$ cat src/rtl/coresub_sramtrm_loader.sv
// coresub_sramtrm_loader: APB initiator that replays a table of up to N
// (address, data) writes, e.g. SRAM trim CSRs from fuse shadow values.
// Reports done/err status with the failing table index.
// Optional feature: define SRAMTRM_LDR_VERIFY_EN to read back every
// successful write and compare the returned data.
module coresub_sramtrm_loader #(
  parameter int N   = 8,
  parameter int AW  = 12,
  parameter int DW  = 32,
  parameter int TOW = 8
) (
  input  logic            clk,
  input  logic            resetn,
  input  logic            start,
  input  logic [N-1:0]    cfgvld,
  input  logic [N*AW-1:0] cfgaddr,
  input  logic [N*DW-1:0] cfgdata,
  output logic            busy,
  output logic            done,
  output logic            err,
  output logic [1:0]      errcode,
  output logic [3:0]      erridx,
  output logic            apbm_psel,
  output logic            apbm_penable,
  output logic            apbm_pwrite,
  output logic [AW-1:0]   apbm_paddr,
  output logic [DW-1:0]   apbm_pwdata,
  input  logic [DW-1:0]   apbm_prdata,
  input  logic            apbm_pready,
  input  logic            apbm_pslverr
);

  // idx must be able to hold N itself (up to 16)
  localparam int IW = 5;
  // Last ACCESS cycle before abort: the (2**TOW-1)th cycle sees count 2**TOW-2
  localparam logic [TOW-1:0] TMO_LAST = {{(TOW-1){1'b1}}, 1'b0};

  typedef enum logic [2:0] {
    IDLE, SCAN, WSETUP, WACCESS,
`ifdef SRAMTRM_LDR_VERIFY_EN
    RSETUP, RACCESS,
`endif
    DONE, ERR
  } state_e;

  state_e          state_q;
  logic [IW-1:0]   idx_q;
  logic [TOW-1:0]  tmo_q;
  logic            psel_q, penable_q, pwrite_q;
  logic [AW-1:0]   paddr_q;
  logic [DW-1:0]   pwdata_q;
  logic            busy_q, done_q, err_q;
  logic [1:0]      errcode_q;
  logic [3:0]      erridx_q;

  logic            cur_vld;
  logic [AW-1:0]   cur_addr;
  logic [DW-1:0]   cur_data;
  logic            last_ent, idx_end, in_acc;
  logic [1:0]      fail_code;

  // Select the table entry addressed by idx (mux avoids oversized bit-select index)
  always_comb begin
    cur_vld  = 1'b0;
    cur_addr = '0;
    cur_data = '0;
    for (int i = 0; i < N; i++) begin
      if (idx_q == IW'(i)) begin
        cur_vld  = cfgvld[i];
        cur_addr = cfgaddr[i*AW +: AW];
        cur_data = cfgdata[i*DW +: DW];
      end
    end
  end

  assign last_ent = (idx_q == IW'(N-1));
  assign idx_end  = (idx_q >= IW'(N));
`ifdef SRAMTRM_LDR_VERIFY_EN
  assign in_acc   = (state_q == WACCESS) || (state_q == RACCESS);
`else
  assign in_acc   = (state_q == WACCESS);
`endif

  // Classify the current ACCESS cycle: pslverr, readback mismatch, or timeout.
  // pready in the saturating cycle completes normally, so timeout needs !pready.
  always_comb begin
    fail_code = 2'b00;
    if (in_acc) begin
      if (apbm_pready) begin
        if (apbm_pslverr) fail_code = 2'b01;
`ifdef SRAMTRM_LDR_VERIFY_EN
        else if (state_q == RACCESS && apbm_prdata != pwdata_q) fail_code = 2'b11;
`endif
      end else if (tmo_q == TMO_LAST) begin
        fail_code = 2'b10;
      end
    end
  end

  // Replay FSM; all bus and status outputs are registered here.
  // Finishing the last entry goes straight to DONE, so an all-invalid table
  // costs exactly N SCAN cycles.
  always_ff @(posedge clk or negedge resetn) begin
    if (!resetn) begin
      state_q   <= IDLE;
      idx_q     <= '0;
      tmo_q     <= '0;
      psel_q    <= 1'b0;
      penable_q <= 1'b0;
      pwrite_q  <= 1'b0;
      paddr_q   <= '0;
      pwdata_q  <= '0;
      busy_q    <= 1'b0;
      done_q    <= 1'b0;
      err_q     <= 1'b0;
      errcode_q <= 2'b00;
      erridx_q  <= 4'd0;
    end else begin
      case (state_q)
        IDLE, DONE, ERR: begin
          if (start) begin
            done_q    <= 1'b0;
            err_q     <= 1'b0;
            errcode_q <= 2'b00;
            erridx_q  <= 4'd0;
            idx_q     <= '0;
            busy_q    <= 1'b1;
            state_q   <= SCAN;
          end
        end
        SCAN: begin
          if (idx_end) begin
            busy_q  <= 1'b0;
            done_q  <= 1'b1;
            state_q <= DONE;
          end else if (cur_vld) begin
            paddr_q   <= cur_addr;
            pwdata_q  <= cur_data;
            pwrite_q  <= 1'b1;
            psel_q    <= 1'b1;
            penable_q <= 1'b0;
            state_q   <= WSETUP;
          end else if (last_ent) begin
            idx_q   <= idx_q + IW'(1);
            busy_q  <= 1'b0;
            done_q  <= 1'b1;
            state_q <= DONE;
          end else begin
            idx_q <= idx_q + IW'(1);
          end
        end
        WSETUP: begin
          penable_q <= 1'b1;
          tmo_q     <= '0;
          state_q   <= WACCESS;
        end
`ifdef SRAMTRM_LDR_VERIFY_EN
        RSETUP: begin
          penable_q <= 1'b1;
          tmo_q     <= '0;
          state_q   <= RACCESS;
        end
        WACCESS, RACCESS: begin
`else
        WACCESS: begin
`endif
          if (fail_code != 2'b00) begin
            psel_q    <= 1'b0;
            penable_q <= 1'b0;
            busy_q    <= 1'b0;
            err_q     <= 1'b1;
            errcode_q <= fail_code;
            erridx_q  <= idx_q[3:0];
            state_q   <= ERR;
          end else if (apbm_pready) begin
            penable_q <= 1'b0;
`ifdef SRAMTRM_LDR_VERIFY_EN
            if (state_q == WACCESS) begin
              // keep psel high: the readback setup phase follows directly
              pwrite_q <= 1'b0;
              state_q  <= RSETUP;
            end else
`endif
            begin
              psel_q <= 1'b0;
              idx_q  <= idx_q + IW'(1);
              if (last_ent) begin
                busy_q  <= 1'b0;
                done_q  <= 1'b1;
                state_q <= DONE;
              end else begin
                state_q <= SCAN;
              end
            end
          end else begin
            tmo_q <= tmo_q + TOW'(1);
          end
        end
        default: state_q <= IDLE;
      endcase
    end
  end

  assign busy         = busy_q;
  assign done         = done_q;
  assign err          = err_q;
  assign errcode      = errcode_q;
  assign erridx       = erridx_q;
  assign apbm_psel    = psel_q;
  assign apbm_penable = penable_q;
  assign apbm_pwrite  = pwrite_q;
  assign apbm_paddr   = paddr_q;
  assign apbm_pwdata  = pwdata_q;

endmodule
$ cat config.mk
export PLATFORM = sky130hd
export DESIGN_NAME = coresub_sramtrm_loader
export DESIGN_NICKNAME = d
export VERILOG_FILES = /design/src/rtl/coresub_sramtrm_loader.sv
export SDC_FILE = /design/constraint.sdc
export NUM_CORES = 1
export LEC_CHECK = 0
export BUFFER_PORTS_ARGS = -buffer_cell sky130_fd_sc_hd__buf_4
export CORE_AREA = 2 2 178 180
export DETAILED_ROUTE_END_ITERATION = 7
export DIE_AREA = 0 0 180 182
export SYNTH_ARGS = -nofsm -noshare
export SYNTH_HDL_FRONTEND = slang
export SYNTH_SLANG_ARGS = --single-unit
$ cat constraint.sdc
create_clock -name clk -period 2.4 [get_ports clk]
set_input_delay 0.24 -clock clk [delete_from_list [all_inputs] [get_ports clk]]
set_output_delay 0.24 -clock clk [all_outputs]
set_load 0.03 [all_outputs]
==> impl_metrics.csv <==
group,metric,value,unit
synthesis,synth_enable_flop_cells,0,
critical_path,timing.critical_path.slowest_cell_delay,0.44,ns
synthesis,ys_dominant_reg_cell,"dfrtp_1",
synthesis,synth_seq_area_share,0.297,
timing,setup_violations,0,
critical_path,cp-start-kind,"register",
timing,finalHoldViolations,0,
timing,timing_worst_slew_pin_value,0.680,ns
die,num_io_pins,453,
critical_path,crit_path_max_fanout,17,
synthesis,synth-compound-area-share,0.423,
power,power.leakage,5.07,nW
synthesis,netlist.top_cell.by_area,"dfrtp_1",
cts,cts_root_buf,"clkbuf_16",
route,ant_nets,0,
power,ir_drop,0.000435,V
route,drt_first_pass_iters,5,
global_routing,grt.met2_usage,0.342,
place,pre_cts_ws,-0.158,ns
synthesis,largest_family_of_logic_cells_by_synthesized_area,"compound AO/OA/AOI/OAI gates",
timing,rsz0062_at_grt,"true",
power,cell_pwr_density,1090,nW/um^2
finish,final_net_count,1554,
global_routing,grt-busiest-layer,"met2",
synthesis,asyncSetResetFlopFracSynth,1.00,
route,via_density_per_instance,5.22,
die,dieWidth,180,um
critical_path,slowest_stage,"dfrtp_1",
finish,finish.instance_area,11200,sq um
die,fp.dieH,182,um
route,detail_route.drc_violations,0,
synthesis,synthesized_area_fraction_occupied_by_xor_and_xnor_cells,0.00577,
critical_path,cp-end-kind,"register",
synthesis,net_count_after_synthesis,1088,
synthesis,synthesis.area_per_instance,8.87,sq um
global_routing,grt_start_max_net_pins,44,
synthesis,synth_top_cells_by_area,"dfrtp_1, a221oi_1, o21ai_0",
run,cap_violations,0,
finish,syn2layout_area_growth,84.7,%
finish,n_fill_cell,3170,
place,place.detailed.hpwl,27.9,mm
global_routing,antenna_found_initial,1,
synthesis,synth_adder_area_share,0.0124,
cts,clock_latency,0.35,ns
global_routing,grt_use_met3,0.0477,
synthesis,yosys.cell_types.count,63,
timing,max_slew_vio_count,0,
global_routing,gr-total-overflow,0,
die,initial_core_utilization,0.196,
synthesis,synth-warning-count,0,
critical_path,timing_worst_setup_path_type,"register to register",
synthesis,synth.cell_area,6070,sq um
critical_path,cp_cell_sequence,"or2_4 -> a2111oi_4 -> a211oi_2 -> buf_4 -> nor2_8 -> buf_12 -> mux2_2",
synthesis,ys_ff_latch,72,
route,avgRoutedWirePerCell,23.0,um
timing,finalCritPeriodShare,0.977,
cts,cts_num_sinks,72,
route,route.final.wire_length,35.9,mm
critical_path,required,2.64,ns
timing,final.setup.worst_slack,0.0561,ns
route,route.vias.total,8144,
timing,max_freq,427,MHz
place,placed_standard_cell_area,10400,sq um
min_path,min_path_type,"input pin to register",
finish,drive_above_1_share,0.561,
finish,post-route-util,0.362,
synthesis,yosys-mux-area-fraction,0.0758,
die,core_region_area,31000,sq um
global_routing,gr-usage-met1,0.260,
cts,ctsLongestPathBuffers,2,
cts,cts_made_buffers,9,
cts,worst_setup_hold_path_clk_slew,0.07,ns
global_routing,grt_first_pass_wirelength,50.9,mm
cts,tritoncts,"done",
route,drt_first_iter_violations,434,
die,die-area,32800,sq um
timing,min_period,2.34,ns
synthesis,synth_top_cell_area_share,0.297,
place,buffer_ports.inserted,420,
timing,maxSlewHeadroom,0.546,
global_routing,grt_use_total,0.205,
timing,timing.clock.skew,0.00877,ns
die,rows,65,
synthesis,synth-simple-area-share,0.125,
critical_path,critPathArrivalTime,2.58,ns
cts,cts.htree.levels,3,
status,status,"finished clean",
timing,whs,0.193,ns
place,gp_congestion,0.903,
global_routing,first_global_vias,7976,
synthesis,syn_inst,685,
## flip-flops by register name, indices dropped and copies added (netlist names), 2 cells and up
name	flops
tmo_q	8
state_q	3
apbm_paddr	12
idx_q	5
apbm_pwdata	32
erridx	4
errcode	2
## power by group
group / leakage (nW) / total, W / internal (W) / switching (W)
combinational: 4.01 / 0.00866 / 0.00431 / 0.00435
clock: 0.157 / 0.00155 / 0.000923 / 0.000631
sequential: 0.902 / 0.00206 / 0.00172 / 0.000343
## final timing paths
| path | start | endpoint | slack (ns) | cells past startpoint |
|---|---|---|---|---|
| setup / recovery | idx_q[3] | apbm_pwdata[8] | 0.06 | 7 |
| hold / removal | apbm_pslverr | errcode[0] | 0.19 | 3 |
| setup reg to reg | idx_q[3] | apbm_pwdata[8] | 0.06 | 7 |
| hold reg to reg | apbm_pwrite | apbm_pwrite | 0.47 | 1 |
| max in group asynchronous | resetn | idx_q[0] | 1.39 | 3 |
| min in group asynchronous | resetn | apbm_paddr[6] | 0.38 | 2 |
## final cells by class
cell class	count	area, sq um	share of cell area
multi-input cells	536	4300	0.383
repair buffers	527	4260	0.380
flip-flops and latches	72	1800	0.161
well taps	402	503	0.0448
clock buffers	9	225	0.0201
clock inverters	7	103	0.00915
inverters	5	18.8	0.00167
diodes	1	2.50	0.000223
## through the flow
| step | cells | setup TNS (ns) | total power [W] |
|---|---|---|---|
| floorplan | 685 | 0 | 0.00670 |
| global placement | 1532 | -0.960 | 0.00991 |
| detailed placement | 1532 | -1.89 | 0.00998 |
| CTS | 1552 | 0 | 0.0118 |
| global route | 1558 | -0.215 | 0.0130 |
| finish | 1559 | 0 | 0.0123 |
## critical path: cells and delay by family (launching register included)
kind | cells | cell delay, ns
muxes | 1 | 0.35
buffers and inverters | 2 | 0.37
AOI/OAI and AO/OA | 2 | 0.49
and+or+nand+nor | 2 | 0.55
DFF | 1 | 0.44
## Yosys cell counts (3+ instances only)
master / count
a2bb2oi_1: 35
buf_4: 3
o22a_1: 8
o21ai_0: 62
a32oi_1: 8
a21oi_1: 24
o221ai_1: 33
mux2_2: 27
clkbuf_1: 49
o21ai_1: 10
nand3b_1: 4
o22ai_1: 12
a221oi_1: 76
buf_6: 7
a22oi_1: 32
inv_1: 5
nand2b_1: 3
nand3_1: 5
or3_1: 5
nor3_1: 9
a31oi_1: 4
dfrtp_1: 72
ha_1: 6
and2_1: 3
nor2b_1: 5
nor2_1: 37
a211oi_1: 9
o31ai_1: 5
mux2_1: 5
a21o_1: 5
nand2_1: 53
buf_2: 12
mux2_4: 6
a22o_1: 6
a221o_1: 3
## what timing repair did
| action | in CTS | in global routing |
|---|---|---|
| buffers inserted | 2 | 5 |
| gates resized for setup | 22 | 69 |
| cloned | 1 | 2 |
| endpoints found under the setup margin | 43 | 49 |
| hold buffers | 1 | 0 |
| pin swaps | 6 | 15 |
| hold endpoints to repair | 29 | 0 |
## cell usage in the layout, fill, tap and decap left out, types with 6 or more instances in the layout
cell / n
mux2_4: 7
buf_4: 495
a211oi_1: 9
nand2_1: 49
a221oi_1: 58
a21oi_1: 20
a221oi_2: 16
dfrtp_1: 70
a22oi_1: 32
buf_12: 18
nor2_1: 35
a2bb2oi_1: 26
a32oi_1: 8
a2bb2oi_2: 9
o21ai_0: 48
a22o_1: 6
o22a_1: 8
nor3_1: 8
o21ai_1: 20
o221ai_1: 32
mux2_2: 26
buf_6: 10
o22ai_1: 12
clkbuf_16: 11
## metal layers
layer  part of all wire  up-vias
met1               0.42     3951
li1                   -     3737
met5                  0        -
met2               0.48      408
met4              0.024        0
met3              0.071       48
## cells by family (layout without fill, tap and decap cells)
logic type	Yosys count	count (layout)
DFF	72	72
muxes	39	39
AOI/OAI and AO/OA	342	342
other	0	1
and+or+nand+nor	144	145
buffers and inverters	78	548
xor gates and xnor gates	4	4
adders and majority gates	6	6
Power figures use the tool's default switching activity.
